### src/rtl/rr_resource_arbiter8_pkg.sv
// Shared types, sizes and helpers for the 8-way resource arbiter.
package rr_arb_pkg;

    localparam int unsigned NUM_REQ = 8;
    localparam int unsigned IDX_W   = 3;

    typedef enum logic [1:0] {
        IDLE     = 2'd0,
        GRANT    = 2'd1,
        COOLDOWN = 2'd2
    } arb_state_e;

    // Rotate right by amt: result bit i takes vec bit (i + amt) mod NUM_REQ.
    function automatic logic [NUM_REQ-1:0] rotate_right(
        input logic [NUM_REQ-1:0] vec,
        input logic [IDX_W-1:0]   amt
    );
        logic [NUM_REQ-1:0] res;
        logic [IDX_W-1:0]   src;
        res = '0;
        for (int i = 0; i < int'(NUM_REQ); i++) begin
            src    = IDX_W'(i) + amt;
            res[i] = vec[src];
        end
        return res;
    endfunction

endpackage

### src/rtl/rr_resource_arbiter8_prio_enc8_lowfirst.sv
// Combinational 8-input priority encoder; the lowest set bit wins.
module prio_enc8_lowfirst
    import rr_arb_pkg::*;
(
    input  logic [NUM_REQ-1:0] req_i,
    output logic [IDX_W-1:0]   idx_c,
    output logic               found_c
);

    always_comb begin
        idx_c   = '0;
        found_c = 1'b0;
        for (int i = int'(NUM_REQ) - 1; i >= 0; i--) begin
            if (req_i[i]) begin
                idx_c   = IDX_W'(i);
                found_c = 1'b1;
            end
        end
    end

endmodule

### src/rtl/rr_resource_arbiter8.sv
// 8-requester single-owner arbiter with hold timeout and one-cycle cooldown.
// Round-robin selection is built when RR_RESOURCE_ARBITER8_ROUND_ROBIN_EN is defined.
module rr_resource_arbiter8
    import rr_arb_pkg::*;
#(
    parameter int unsigned TIMEOUT_CYCLES = 16,
    parameter int unsigned CNT_W          = 5
) (
    input  logic               CLK,
    input  logic               RST,
    input  logic               notEN,
    input  logic [NUM_REQ-1:0] Request,
    input  logic               Release,
    output logic [NUM_REQ-1:0] Grant,
    output logic [IDX_W-1:0]   GrantIndex,
    output logic               GrantValid,
    output logic               Timeout
);

    localparam bit               TO_EN   = (TIMEOUT_CYCLES != 0);
    localparam logic [CNT_W-1:0] TO_LAST = CNT_W'(TO_EN ? TIMEOUT_CYCLES - 1 : 0);
    localparam logic [CNT_W-1:0] CNT_MAX = '1;

    arb_state_e         state_q, state_d;
    logic [NUM_REQ-1:0] grant_q, grant_d;
    logic [IDX_W-1:0]   idx_q, idx_d;
    logic               valid_q, valid_d;
    logic               timeout_q, timeout_d;
    logic [CNT_W-1:0]   cnt_q, cnt_d;

    logic [NUM_REQ-1:0] enc_in;
    logic [IDX_W-1:0]   enc_idx_c;
    logic               enc_found_c;
    logic [IDX_W-1:0]   sel_idx;
    logic               owner_drop;
    logic               to_hit;

    prio_enc8_lowfirst u_enc (
        .req_i   (enc_in),
        .idx_c   (enc_idx_c),
        .found_c (enc_found_c)
    );

`ifdef RR_RESOURCE_ARBITER8_ROUND_ROBIN_EN
    logic [IDX_W-1:0] last_q, last_d;
    logic [IDX_W-1:0] rot_amt;

    // Search starts just after the previous owner; map the encoded index back.
    always_comb begin
        rot_amt = last_q + IDX_W'(1);
        enc_in  = rotate_right(Request, rot_amt);
        sel_idx = enc_idx_c + rot_amt;
    end
`else
    always_comb begin
        enc_in  = Request;
        sel_idx = enc_idx_c;
    end
`endif

    always_comb begin
        owner_drop = !Request[idx_q];
        to_hit     = TO_EN && (cnt_q == TO_LAST);
    end

    always_comb begin
        state_d   = state_q;
        grant_d   = grant_q;
        idx_d     = idx_q;
        valid_d   = valid_q;
        timeout_d = 1'b0;
        cnt_d     = cnt_q;
`ifdef RR_RESOURCE_ARBITER8_ROUND_ROBIN_EN
        last_d    = last_q;
`endif
        case (state_q)
            IDLE: begin
                if (!notEN && enc_found_c) begin
                    state_d = GRANT;
                    grant_d = NUM_REQ'(1) << sel_idx;
                    idx_d   = sel_idx;
                    valid_d = 1'b1;
                    cnt_d   = '0;
`ifdef RR_RESOURCE_ARBITER8_ROUND_ROBIN_EN
                    last_d  = sel_idx;
`endif
                end
            end
            GRANT: begin
                cnt_d = (cnt_q == CNT_MAX) ? cnt_q : cnt_q + CNT_W'(1);
                if (owner_drop || Release || to_hit) begin
                    state_d   = COOLDOWN;
                    grant_d   = '0;
                    idx_d     = '0;
                    valid_d   = 1'b0;
                    cnt_d     = '0;
                    // Flag only revocations the owner did not ask for.
                    timeout_d = to_hit && !owner_drop && !Release;
                end
            end
            COOLDOWN: begin
                state_d = IDLE;
            end
            default: begin
                state_d = IDLE;
            end
        endcase
    end

    always_ff @(posedge CLK or posedge RST) begin
        if (RST) begin
            state_q   <= IDLE;
            grant_q   <= '0;
            idx_q     <= '0;
            valid_q   <= 1'b0;
            timeout_q <= 1'b0;
            cnt_q     <= '0;
`ifdef RR_RESOURCE_ARBITER8_ROUND_ROBIN_EN
            last_q    <= IDX_W'(NUM_REQ - 1);
`endif
        end else begin
            state_q   <= state_d;
            grant_q   <= grant_d;
            idx_q     <= idx_d;
            valid_q   <= valid_d;
            timeout_q <= timeout_d;
            cnt_q     <= cnt_d;
`ifdef RR_RESOURCE_ARBITER8_ROUND_ROBIN_EN
            last_q    <= last_d;
`endif
        end
    end

    assign Grant      = grant_q;
    assign GrantIndex = idx_q;
    assign GrantValid = valid_q;
    assign Timeout    = timeout_q;

endmodule

### config.mk
export PLATFORM = sky130hd
export DESIGN_NAME = rr_resource_arbiter8
export DESIGN_NICKNAME = d
export VERILOG_FILES = /design/src/rtl/rr_resource_arbiter8_pkg.sv /design/src/rtl/rr_resource_arbiter8_prio_enc8_lowfirst.sv /design/src/rtl/rr_resource_arbiter8.sv
export SDC_FILE = /design/constraint.sdc
export NUM_CORES = 1
export LEC_CHECK = 0
export CELL_PAD_IN_SITES_DETAIL_PLACEMENT = 0
export CELL_PAD_IN_SITES_GLOBAL_PLACEMENT = 1
export CORE_MARGIN = 3
export CORE_UTILIZATION = 37
export DETAILED_ROUTE_END_ITERATION = 12
export GPL_TIMING_DRIVEN = 0
export PLACE_DENSITY = 0.77
export SYNTH_ARGS = -nofsm -noshare
export SYNTH_HDL_FRONTEND = slang
export SYNTH_SLANG_ARGS = --single-unit
### constraint.sdc
create_clock -name CLK -period 2.31 [get_ports CLK]
set_input_delay 0.3465 -clock CLK [delete_from_list [all_inputs] [get_ports CLK]]
set_output_delay 0.3465 -clock CLK [all_outputs]
set_load 0.005 [all_outputs]
==> results.sh, run 1 <==
export IMPL_overflow=0
export IMPL_drv_cap=0
export IMPL_dpl_instance_area_um2=1403
export IMPL_setup_viol=0
export IMPL_finalSetupTns_ps=0
export IMPL_die_h_um=61.11
export IMPL_drcViolationCount=0
export IMPL_cts_hold_buf=0
export IMPL_post_cts_resized=0
export IMPL_avgSynthCellArea_um2=10.12
export IMPL_drt_wl_total_um=2582
export IMPL_power_density_nw_per_um2=899.9
export IMPL_yosys_area_top_type="dfrtp_1"
export IMPL_gp_congestion=0.7638
export IMPL_worst_r2r_path_depth=8
export IMPL_fp_dieW_um=61.11
export IMPL_antenna_found_initial=0
export IMPL_synth_most_common_cell="dfrtp_1"
export IMPL_start_kind="register"
export IMPL_post_drt_wl_per_cell_um=15.19
export IMPL_max_vdd_ir_drop_v=0.0004758
export IMPL_cts_reportedPaths_clkPinSlew_ps=120
export IMPL_crit_type="reg2reg"
export IMPL_fmax_mhz=483.3
export IMPL_cp_depth=8
export IMPL_synth_cell_type_count=34
export IMPL_grt_pass1_wl_um=4064
export IMPL_final_nets=155
export IMPL_hold_class="in2async"
export IMPL_antenna_left=0
export IMPL_crit_chain="ha_1 > and3_1 > ha_1 > nor4_4 > buf_6 > buf_6 > o21ai_2 > a21oi_1"
export IMPL_cp_slowest_cell="dfrtp_1"
export IMPL_drtPass1Iterations=4
export IMPL_synth_nets=126
export IMPL_syn_inst=111
export IMPL_worstMarginPinSlew_ps=765.8
export IMPL_routed_via_density=5.635
export IMPL_synth_seq_cells=20
export IMPL_synth_edf_count=0
export IMPL_grt_use_total_pct=14.53
export IMPL_hold_viol_final=0
export IMPL_worstPathRequired_ps=2540
export IMPL_yosysWarnings=0
export IMPL_grt_pass1_vias=868
export IMPL_synth_top_area_share_pct=44.54
export IMPL_drtIter0Drc=45
export IMPL_initial_core_util_pct=39.72
export IMPL_dieArea_um2=3734
export IMPL_end_kind="register"
export IMPL_htree_levels=1
export IMPL_dp_hpwl_um=1923
export IMPL_slew_headroom_pct=48.89
export IMPL_ys_async_sr_fraction_pct=100.0
export IMPL_row_count=19
export IMPL_dp_cells=166
export IMPL_fin_crit_sh_pct=89.58
export IMPL_synthTopCellsByCount="dfrtp_1 (20), inv_1 (11), nor2_1 (10), mux2_2 (7), o21ai_0 (6)"
export IMPL_fin_skew_ps=4.868
export IMPL_insertion_delay_ps=310
export IMPL_root_buffer="clkbuf_4"
export IMPL_synth_top_flop_cell="dfrtp_1"
export IMPL_drive_above_1_share_pct=11.51
export IMPL_clockBufferDepth=2
export IMPL_n_antenna_cell=0
export IMPL_slowest_delay_ps=440
export IMPL_cts_setup_buffers=0
export IMPL_arrival_ps=2300
export IMPL_final_cells=170
export IMPL_min_period_ps=2069
export IMPL_ios=25
export IMPL_clock_sinks=20
export IMPL_critPathMaxFanout=10
export IMPL_numCtsBuffers=3
export IMPL_grt_max_degree=21
export IMPL_cp_num_buf_inv=2
export IMPL_final_area_um2=1455
export IMPL_grt_setup_unrepaired="no"
export IMPL_ys_seq_area_share_pct=44.54
export IMPL_cts_tree="yes"
export IMPL_area_delta_synth_final_pct=29.51
export IMPL_netlist_area_um2=1124
export IMPL_io_buffers=24
export IMPL_core_area_um2=2829
export IMPL_yosys_top_cells_area="dfrtp_1 (45%), mux2_2 (7.0%), inv_1 (3.7%), ha_1 (3.3%), nor2_1 (3.3%)"
export IMPL_leakage_uw=0.0006209
export IMPL_status="complete, no violations"
export IMPL_num_vias=958
export IMPL_slew_violations=0
export IMPL_cp_top_family="simple AND/OR/NAND/NOR gates"
==> placed cells by master, fill, tap and decap left out, types with 5 or more instances in the layout <==
| master | count |
|---|---|
| clkdlybuf4s50_1 | 24 |
| mux2_2 | 7 |
| inv_1 | 11 |
| dfrtp_1 | 20 |
| o21ai_0 | 6 |
| nor2_1 | 10 |
| nor4_1 | 5 |
==> final cells by class <==
class	instances	area (um^2)
buffer	4	30.03
clock buffer	3	22.52
clock inverter	1	30.03
fill	278	1374
inverter	11	41.29
multi-input combinational	76	551.8
sequential	20	500.5
tap	31	38.79
timing repair buffer	24	240.2
==> worst reg2reg max path, stage by stage, from the launching register on <==
cell and delay [ps]:
dfrtp_1 440, ha_1 250, and3_1 220, ha_1 230
nor4_4 330, buf_6 180, buf_6 140, o21ai_2 60
a21oi_1 140
==> final timing paths <==
kind | slack, ps | startpoint | endpoint
max reg2reg | 240 | cnt_q[0] | cnt_q[2]
max in group asynchronous | 1370 | RST | cnt_q[3]
min reg2reg | 520 | GrantValid | GrantValid
min | 460 | RST | Grant[0]
min in group CLK | 520 | GrantValid | GrantValid
max | 240 | cnt_q[0] | cnt_q[2]
==> state kept, by name, summed over array words and instances (netlist names) <==
name,count
GrantValid,1
GrantIndex,3
Timeout,1
Grant,8
state_q,2
cnt_q,5
==> per-stage QoR <==
stage / hold WS [ps] / total power [uW] / utilization [%] / setup WS [ps]
2_1_floorplan: 310.3 / 818.4 / - / 455.4
3_3_place_gp: 476.9 / 1017 / 49.58 / -22.16
3_5_place_dp: 493.7 / 1029 / 49.58 / -48.80
4_1_cts: 480.6 / 1320 / 51.44 / 226.7
5_1_grt: 512.3 / 1389 / 51.44 / 125.6
6_report: 459.0 / 1310 / 51.44 / 240.7
==> per-layer routing <==
layer | wire (um) | global-route usage (%)
met5 | 0 | 0
met4 | 21 | 4.644
met3 | 180 | 2.725
met2 | 1097 | 20.69
met1 | 1282 | 22.03
==> cells by family after synthesis <==
group	count (synthesis)	synth area share, %
muxes	10	9.689
DFF	20	44.54
AOI/OAI and AO/OA	28	18.15
and+or+nand+nor	35	17.93
adders and majority gates	3	3.341
buffers and inverters	15	6.348
==> power breakdown <==
group / leakage (uW) / switching (uW) / internal, uW / total [uW]
Sequential: 0.000269 / 71.4 / 430 / 501
Combinational: 0.000324 / 250 / 268 / 518
Clock: 0.0000279 / 115 / 175 / 290
(Power assumes the default switching activity.)
==> run 2: changes to the inputs <==
--- a/config.mk
+++ b/config.mk
@@ -9,6 +9,8 @@
 export CELL_PAD_IN_SITES_GLOBAL_PLACEMENT = 1
 export CORE_MARGIN = 3
 export CORE_UTILIZATION = 37
+export CTS_CLUSTER_DIAMETER = 80
+export CTS_CLUSTER_SIZE = 12
 export DETAILED_ROUTE_END_ITERATION = 12
 export GPL_TIMING_DRIVEN = 0
 export PLACE_DENSITY = 0.77
==> results of run 2 <==
Same layout as run 1: the final DEF is identical, and so are final timing and power.
